## config.mk

```make
export PLATFORM = sky130hd
export DESIGN_NAME = morse_keyer_flat
export DESIGN_NICKNAME = d
export VERILOG_FILES = /design/src/rtl/morse_keyer_if.sv /design/src/rtl/morse_keyer.sv /design/src/flat_wrapper.sv
export SDC_FILE = /design/constraint.sdc
export NUM_CORES = 1
export LEC_CHECK = 0
export ABC_CLOCK_PERIOD_IN_PS = 2300
export CELL_PAD_IN_SITES_DETAIL_PLACEMENT = 0
export CELL_PAD_IN_SITES_GLOBAL_PLACEMENT = 2
export CORE_MARGIN = 2
export CORE_UTILIZATION = 30
export DETAILED_ROUTE_END_ITERATION = 6
export GPL_ROUTABILITY_DRIVEN = 0
export HOLD_SLACK_MARGIN = 0.05
export PLACE_DENSITY_LB_ADDON = 0.1
export SYNTH_ARGS = -nofsm -noshare
export SYNTH_HDL_FRONTEND = slang
export SYNTH_SLANG_ARGS = --single-unit
```

## constraint.sdc

```tcl
create_clock -name clk_in -period 2.3 [get_ports clk_in]
set_input_delay 0.345 -clock clk_in [delete_from_list [all_inputs] [get_ports clk_in]]
set_output_delay 0.345 -clock clk_in [all_outputs]
set_load 0.005 [all_outputs]
```

## src/rtl/morse_keyer_if.sv

```systemverilog
// Character handshake and key-line signals between a character source and the Morse keyer.
// Valid/ready: a character transfers on any clk_in edge where char_valid and char_ready are both high;
// the source holds char_in stable while char_valid is high and ready is low.
interface morse_keyer_if;
    logic [7:0] char_in;
    logic       char_valid;
    logic       char_ready;
    logic       key_out;
    logic       busy;
    logic       err;

    modport master (
        output char_in,
        output char_valid,
        input  char_ready,
        input  key_out,
        input  busy,
        input  err
    );

    modport slave (
        input  char_in,
        input  char_valid,
        output char_ready,
        output key_out,
        output busy,
        output err
    );
endinterface

```

## src/rtl/morse_keyer.sv

```systemverilog
// Morse keyer: takes one ASCII character per handshake and keys it out in whole dot units,
// with unit boundaries taken from rising edges of the NCO dot-rate square wave.
module morse_keyer #(
    parameter int unsigned DASH_UNITS = 3
) (
    input  logic              clk_in,
    input  logic              rst,
    input  logic              dot_clk,
    morse_keyer_if.slave      bus,
    output logic [2:0]        state_o
);

    typedef enum logic [2:0] {
        IDLE       = 3'd0,
        MARK       = 3'd1,
        GAP_ELEM   = 3'd2,
        GAP_LETTER = 3'd3,
        GAP_WORD   = 3'd4
    } state_t;

    localparam logic [2:0] DASH = 3'(DASH_UNITS);

    state_t     state_q, state_d;
    logic [2:0] cnt_q, cnt_d;
    logic [4:0] elem_q, elem_d;
    logic [2:0] rem_q, rem_d;
    logic       key_q, key_d;
    logic       pend_q, pend_d;
    logic       space_q, space_d;
    logic [2:0] len_q, len_d;
    logic [4:0] pat_q, pat_d;
    logic       err_q, err_d;
    logic       d1_q, d2_q;

    logic       tick;
    logic       accept;
    logic       is_space;
    logic [7:0] dec;

    // Returns {length, elements}; elements are left-aligned (first element in bit 4), 1 = dash.
    // A length of 0 marks an unsupported code.
    function automatic logic [7:0] decode(input logic [7:0] c);
        logic [7:0] u;
        u = c;
        if (c >= 8'h61 && c <= 8'h7a) u = c - 8'h20;
        case (u)
            8'h41: decode = {3'd2, 5'b01000}; // A .-
            8'h42: decode = {3'd4, 5'b10000}; // B -...
            8'h43: decode = {3'd4, 5'b10100}; // C -.-.
            8'h44: decode = {3'd3, 5'b10000}; // D -..
            8'h45: decode = {3'd1, 5'b00000}; // E .
            8'h46: decode = {3'd4, 5'b00100}; // F ..-.
            8'h47: decode = {3'd3, 5'b11000}; // G --.
            8'h48: decode = {3'd4, 5'b00000}; // H ....
            8'h49: decode = {3'd2, 5'b00000}; // I ..
            8'h4a: decode = {3'd4, 5'b01110}; // J .---
            8'h4b: decode = {3'd3, 5'b10100}; // K -.-
            8'h4c: decode = {3'd4, 5'b01000}; // L .-..
            8'h4d: decode = {3'd2, 5'b11000}; // M --
            8'h4e: decode = {3'd2, 5'b10000}; // N -.
            8'h4f: decode = {3'd3, 5'b11100}; // O ---
            8'h50: decode = {3'd4, 5'b01100}; // P .--.
            8'h51: decode = {3'd4, 5'b11010}; // Q --.-
            8'h52: decode = {3'd3, 5'b01000}; // R .-.
            8'h53: decode = {3'd3, 5'b00000}; // S ...
            8'h54: decode = {3'd1, 5'b10000}; // T -
            8'h55: decode = {3'd3, 5'b00100}; // U ..-
            8'h56: decode = {3'd4, 5'b00010}; // V ...-
            8'h57: decode = {3'd3, 5'b01100}; // W .--
            8'h58: decode = {3'd4, 5'b10010}; // X -..-
            8'h59: decode = {3'd4, 5'b10110}; // Y -.--
            8'h5a: decode = {3'd4, 5'b11000}; // Z --..
            8'h30: decode = {3'd5, 5'b11111};
            8'h31: decode = {3'd5, 5'b01111};
            8'h32: decode = {3'd5, 5'b00111};
            8'h33: decode = {3'd5, 5'b00011};
            8'h34: decode = {3'd5, 5'b00001};
            8'h35: decode = {3'd5, 5'b00000};
            8'h36: decode = {3'd5, 5'b10000};
            8'h37: decode = {3'd5, 5'b11000};
            8'h38: decode = {3'd5, 5'b11100};
            8'h39: decode = {3'd5, 5'b11110};
            default: decode = 8'h00;
        endcase
    endfunction

    // Flops reset high so a dot_clk already high at reset release cannot look like a rising edge.
    assign tick     = d1_q & ~d2_q;
    assign accept   = bus.char_valid & bus.char_ready;
    assign is_space = (bus.char_in == 8'h20);
    assign dec      = decode(bus.char_in);

    always_comb begin
        state_d = state_q;
        cnt_d   = cnt_q;
        elem_d  = elem_q;
        rem_d   = rem_q;
        key_d   = key_q;
        pend_d  = pend_q;
        space_d = space_q;
        len_d   = len_q;
        pat_d   = pat_q;
        err_d   = 1'b0;

        // Accept only happens in IDLE with nothing pending, so it never collides with a start.
        if (accept) begin
            if (!is_space && dec[7:5] == 3'd0) begin
                err_d = 1'b1;
            end else begin
                pend_d  = 1'b1;
                space_d = is_space;
                len_d   = dec[7:5];
                pat_d   = dec[4:0];
            end
        end

        case (state_q)
            IDLE: begin
                if (tick && pend_q) begin
                    pend_d = 1'b0;
                    if (space_q) begin
                        state_d = GAP_WORD;
                        cnt_d   = 3'd3;
                    end else begin
                        state_d = MARK;
                        key_d   = 1'b1;
                        cnt_d   = pat_q[4] ? DASH : 3'd1;
                        elem_d  = {pat_q[3:0], 1'b0};
                        rem_d   = len_q - 3'd1;
                    end
                end
            end
            MARK: begin
                if (tick) begin
                    cnt_d = cnt_q - 3'd1;
                    if (cnt_q == 3'd1) begin
                        key_d = 1'b0;
                        if (rem_q != 3'd0) begin
                            state_d = GAP_ELEM;
                        end else begin
                            state_d = GAP_LETTER;
                            cnt_d   = 3'd2;
                        end
                    end
                end
            end
            GAP_ELEM: begin
                if (tick) begin
                    state_d = MARK;
                    key_d   = 1'b1;
                    cnt_d   = elem_q[4] ? DASH : 3'd1;
                    elem_d  = {elem_q[3:0], 1'b0};
                    rem_d   = rem_q - 3'd1;
                end
            end
            GAP_LETTER, GAP_WORD: begin
                if (tick) begin
                    cnt_d = cnt_q - 3'd1;
                    if (cnt_q == 3'd1) state_d = IDLE;
                end
            end
            default: state_d = IDLE;
        endcase
    end

    always_ff @(posedge clk_in) begin
        if (rst) begin
            state_q <= IDLE;
            cnt_q   <= 3'd0;
            elem_q  <= 5'd0;
            rem_q   <= 3'd0;
            key_q   <= 1'b0;
            pend_q  <= 1'b0;
            space_q <= 1'b0;
            len_q   <= 3'd0;
            pat_q   <= 5'd0;
            err_q   <= 1'b0;
            d1_q    <= 1'b1;
            d2_q    <= 1'b1;
        end else begin
            state_q <= state_d;
            cnt_q   <= cnt_d;
            elem_q  <= elem_d;
            rem_q   <= rem_d;
            key_q   <= key_d;
            pend_q  <= pend_d;
            space_q <= space_d;
            len_q   <= len_d;
            pat_q   <= pat_d;
            err_q   <= err_d;
            d1_q    <= dot_clk;
            d2_q    <= d1_q;
        end
    end

    assign bus.char_ready = (state_q == IDLE) & ~pend_q;
    assign bus.key_out    = key_q;
    assign bus.busy       = (state_q != IDLE) | pend_q;
    assign bus.err        = err_q;
    assign state_o        = state_q;

endmodule

```

## src/flat_wrapper.sv

```systemverilog
// flat-port wrapper written by rule: the top's interface ports become plain ports
module morse_keyer_flat 
#(
    parameter int unsigned DASH_UNITS = 3
)
  (clk_in, rst, dot_clk, state_o, bus_char_in, bus_char_valid, bus_char_ready, bus_key_out, bus_busy, bus_err);
  morse_keyer_if bus_i ();
  input  logic clk_in;
  input  logic rst;
  input  logic dot_clk;
  output logic [2:0] state_o;
  input wire logic [$bits(bus_i.char_in)-1:0] bus_char_in;
  input wire logic [$bits(bus_i.char_valid)-1:0] bus_char_valid;
  output wire logic [$bits(bus_i.char_ready)-1:0] bus_char_ready;
  output wire logic [$bits(bus_i.key_out)-1:0] bus_key_out;
  output wire logic [$bits(bus_i.busy)-1:0] bus_busy;
  output wire logic [$bits(bus_i.err)-1:0] bus_err;
  assign bus_i.char_in = bus_char_in;
  assign bus_i.char_valid = bus_char_valid;
  assign bus_char_ready = bus_i.char_ready;
  assign bus_key_out = bus_i.key_out;
  assign bus_busy = bus_i.busy;
  assign bus_err = bus_i.err;
  morse_keyer #(.DASH_UNITS(DASH_UNITS)) u_core (.clk_in(clk_in), .rst(rst), .dot_clk(dot_clk), .bus(bus_i), .state_o(state_o));
endmodule
```

* Word-level counts from Yosys, hierarchy flattened
Memory sizes are Yosys's and may differ from the RTL's.
Cells that the tools add are included.
** Cells by class
- Bitwise gates (word level) :: 8
- Eq/ne operators :: 13
- Muxes and demuxes :: 40
- Magnitude comparators :: 2
- $add $sub $neg :: 4
- Reduce and logical (&&, ||, !) cells :: 18
** Operators with widths (count)
- 3-bit 2-to-1 mux :: 17
- 3-bit case mux with 4 select lines :: 2
- 8-bit 2-to-1 mux :: 2
- 5-bit 2-to-1 mux :: 3
- 2-bit by 1-bit inequality test with 1-bit output (second input constant) :: 6
- 6-bit AND reduction :: 2
- 1-bit 2-to-1 mux :: 11
- 5-bit case mux with 2 select lines :: 1
- 3-bit nonzero test :: 3
- 3-bit by 1-bit subtractor with 3-bit output (second input constant) :: 3
- 8-bit by 6-bit equality test with 1-bit output (second input constant) :: 1
- 8-bit by 7-bit >= comparator with 1-bit output (second input constant) :: 1
- 8-bit by 7-bit <= comparator with 1-bit output (second input constant) :: 1
- 8-bit by 6-bit subtractor with 8-bit output (second input constant) :: 1
- 3-bit by 1-bit equality test with 1-bit output (second input constant) :: 2
- 3-bit by 2-bit equality test with 1-bit output (second input constant) :: 2
- 3-bit logical NOT :: 2
- 3-bit case mux with 2 select lines :: 1
- 5-bit AND reduction :: 1
- 2-bit 2-to-1 mux :: 2
- 1-bit NOT :: 4
- 4-bit AND reduction :: 1
- 4-bit nonzero test :: 1
- 2-bit OR reduction :: 2
- 9 further kinds :: 13
** Storage, ports and cells
- Memories :: 1
- Output and inout bits :: 7
- Word-level logic and storage cells :: 98
- Input bits :: 12
- ROM bits :: 1024
- Bits in registers :: 28
** Memories
- (no name shown) :: words 128, bits a word 8, read ports 1, clocked after Yosys merged registers in 0, wr ports 0, RTL line morse_keyer.sv:46 : case (u)

* Longest topological paths before layout
An unclocked memory read counts as a cell.
- Depth after elaboration :: 11
- Mapped depth :: 9
- Gate-level depth less buffers :: 8

* Worst setup path after synthesis
OpenSTA, ideal clock, no wires.
- Kind :: input to register
- Start :: input port bus_char_in[0]
- End :: register u_core.pat_q[2]
- Buffers on the path :: 0
- Setup time :: 121 ps
- Data arrival time :: 2090 ps
- Setup slack :: 89 ps
- Stages :: 8
- Required time :: 2179 ps
- Path through :: inv_1 ha_1 nand2b_1 a211oi_1 a2111oi_4 o31ai_2 a21o_4 mux2_4
** On the way
- Word-level cells in the longest chain between the ends :: 9
- Elaborated cells on any way between the ends :: 13
- Those cells by class :: add/sub (1); order compare (2); eq/ne (1); mux (2); bitwise (1); reduce/logical (5); memory (1)
** Ends and longest elaborated chain
- start, declared :: RTL line flat_wrapper.sv:12 : input wire logic [$bits(bus_i.char_in)-1:0] bus_char_in;
- 8-bit by 7-bit >= comparator with 1-bit output / 8-bit by 7-bit <= comparator with 1-bit output (equally long branches) :: RTL line morse_keyer.sv:45 : if (c >= 8'h61 && c <= 8'h7a) u = c - 8'h20;
- 1-bit logical AND :: RTL line morse_keyer.sv:45
- 8-bit 2-to-1 mux :: RTL line morse_keyer.sv:45
- memory read 128 x 8 bit
- 8-bit 2-to-1 mux :: RTL line morse_keyer.sv:46
- 3-bit logical NOT :: RTL line morse_keyer.sv:107 : if (!is_space && dec[7:5] == 3'd0) begin
- 1-bit logical AND :: RTL line morse_keyer.sv:107
- 1-bit NOT (no line)
- 2-bit AND reduction (no line)
- end signal, assigned :: RTL line morse_keyer.sv:189 : pat_q <= pat_d;
- end, declared :: RTL line morse_keyer.sv:31 : logic [4:0] pat_q, pat_d;
Several ways; a longest one is shown, not always the timed one.
A chain may end at the register's enable or synchronous reset.

* Worst setup path after layout
- Start :: input port bus_char_in[3]
- End :: register u_core.pat_q[2]
Same word-level chain as after synthesis.

==> results.yml <==
critical_path:
  critical_path_peak_fanout: 8
  rr_worst_depth: 6
  path_class: "primary input to flop"
  end_kind: "flop"
  r2r-start: "u_core.state_o[1]$_SDFFE_PP0P_"
  r2r-end: "u_core.cnt_q[2]$_SDFFE_PP0P_"
  required_ns: 2.48
  crit_arrival_ns: 2.34
  critPathLaunch: "bus_char_in[3]"
  r2r_slack_ns: 0.35
  crit_path_start_kind: "primary input"
timing:
  worstMarginPinSlew_ns: 0.526
  setup_viol: 0
  drv_slew: 0
  fin_skew_ns: 0.0121
  period_needed_ns: 2.16
  hold_viol: 0
  final.period_utilization_pct: 93.9
  slew_headroom_pct: 64.8
  tns_ns: 0
  whs_ns: 0.453
  max_freq_mhz: 463
  rsz0062_at_grt: "false"
global_routing:
  grt_pass1_vias: 1951
  grt_usage_pct: 15.3
  grt_pass1_wl_um: 9240
  grt_start_max_net_pins: 27
  antenna_found_initial: 0
  gr-total-overflow: 0
synth:
  synthFlopType: "dfxtp_1"
  syn-mean-instance-area_um2: 7.50
  ys_seq_area_share_pct: 26.5
  async_reset_ff_share_pct: 0
  syn_inst: 272
  yosys_warnings: 0
  synth_enable_flop_cells: 0
  netlist_area_mm2: 0.00204
  ys_ff_latch: 27
  synth_cell_types: 45
  synth_fp_nets: 295
flow_run:
  maxCapViolCount: 0
detailed_routing:
  finalWirelength_um: 5600
  ant_nets: 0
  first_pass_iters: 4
  wire_per_inst_um: 13.4
  drtIter0Drc: 127
  drc: 0
  num_vias: 2122
  viasPerCell: 5.10
power:
  power.switching_uw: 287
  clkPwrFrac_pct: 27.2
  internal-power_uw: 732
  power_density_mw_per_mm2: 369
  p_seq_share_pct: 46.8
  swShare_pct: 28.1
  finalPower_uw: 1020
  leakage_uw: 0.00111
  comb_power_share_pct: 26.0
  vdd_drop_max_mv: 0.141
worst_hold_path:
  hold_path.class: "flop to flop"
  hold_path_depth: 1
  hold_path.startpoint: "u_core.d1_q$_SDFF_PP1_"
  whs_endpoint: "u_core.d2_q$_SDFF_PP1_"
clock_network:
  clock_sinks: 27
  clock-root-buffer: "clkbuf_8"
  cts_max_path_buffers: 2
  cts_buffers: 3
  htreeDepth: 1
  cts_tree: "done"
  ctsHoldBuffers: 0
  path_clk_slew_ns: 0.10
  clk_latency_ns: 0.28
place:
  hpwl_um: 4410
  portBuffers: 18
final_layout:
  n_antenna_cell: 0
  area_delta_synth_final_pct: 35.4
  drive_gt1_share_pct: 22.3
  fin_util_pct: 41.3
  final_nets: 360
die:
  row_count: 30
  dieArea_mm2: 0.00747
  start_util_pct: 30.5
  core_area_mm2: 0.00668
  num_io_pins: 19
  die_w_um: 86.5
  die_y_um: 86.5
outcome:
  status: "finished clean"
## cell usage after synthesis (7+ instances only)
library cell	number	area share, %
nand2b_1	9	2.8
nor2_1	26	4.8
nor2b_1	12	3.7
ha_1	11	6.7
a21oi_1	30	7.4
o211ai_1	7	2.6
o21ai_0	19	4.7
inv_1	15	2.8
nor3_1	11	2.7
nand2_1	24	4.4
nand3_1	10	2.5
mux2i_1	11	5.4
clkbuf_1	11	2.0
dfxtp_1	27	27
## critical path: stages
cell and delay, ns:
clkdlybuf4s50_1 0.52, buf_4 0.20, mux2i_1 0.19, a21oi_1 0.08, o211ai_1 0.37, o31ai_4 0.11
a21o_4 0.24, mux2_4 0.29
## flip-flops by register name, indices dropped and copies added (netlist names)
name and count:
u_core.pend_q 1, u_core.cnt_q 3, u_core.space_q 1, u_core.pat_q 5, u_core.len_q 3, u_core.elem_q 4
u_core.bus.err 1, u_core.d2_q 1, u_core.bus.key_out 1, u_core.state_o 3, u_core.rem_q 3, u_core.d1_q 1
## worst max path at each step
| stage | to | slack, ns |
|---|---|---|
| final | u_core.pat_q[2]$_SDFFE_PP0P_ | 0.14 |
| after global routing | u_core.len_q[0]$_SDFFE_PP0P_ | 0.004 |
| after CTS | u_core.len_q[0]$_SDFFE_PP0P_ | 0.10 |
| after detailed placement | u_core.len_q[2]$_SDFFE_PP0P_ | -0.48 |
| after global placement | u_core.pat_q[2]$_SDFFE_PP0P_ | -0.43 |
| after floorplan | u_core.pat_q[2]$_SDFFE_PP0P_ | 0.09 |
## cell families after synthesis
kind of cell / synth area share [%]
buffers and inverters: 5.77
flip-flops: 26.5
AO/OA/AOI/OAI: 26.3
AND/OR/NAND/NOR: 28.5
multiplexers: 6.13
adder cells (fa/ha/maj): 6.75
## cell type report
type | instances | area, um2
fill | 701 | 3920
multi-input combinational | 215 | 1400
timing repair buffer | 75 | 618
sequential | 27 | 541
tap | 80 | 100
inverter | 15 | 56.3
clock buffer | 3 | 41.3
clock inverter | 1 | 5.00
## repair_timing
| item | in CTS | in global routing |
|---|---|---|
| pin swaps | 4 | 3 |
| resized for setup | 5 | 2 |
| setup buffers | 2 | 0 |
| endpoints found under the setup margin | 10 | 10 |
## cell usage in the layout, fill, tap and decap left out, types with 14 or more instances in the layout
master and n:
a21oi_1 30, buf_4 56, clkdlybuf4s50_1 16, dfxtp_1 27, inv_1 14, nand2_1 24
nor2_1 26, o21ai_0 18
## power groups by stage
stage	logic, uW	registers (uW)	clock network, uW
after floorplan	124	487	0
after global placement	261	488	0
after detailed placement	258	488	0
after CTS	266	477	295
after global routing	290	478	306
final	265	477	277
## metrics by stage
step / worst slack (ns) / instances / area [um2]
final: 0.141 / 416 / 2760
after CTS: 0.100 / 416 / 2760
after global placement: -0.429 / 410 / 2680
after global routing: 0.00358 / 416 / 2760
after floorplan: 0.0890 / 272 / 2040
after detailed placement: -0.478 / 410 / 2680
## metal layers
metal  vias up  global-route usage [%]  part of all wire, %
li1       1100                       -                    -
met2        30                    23.6                   43
met4         0                    1.70                 0.48
met3         4                    2.29                  2.4
met5         -                       0                    0
met1       988                    23.0                   54
(Power assumes the default switching activity.)
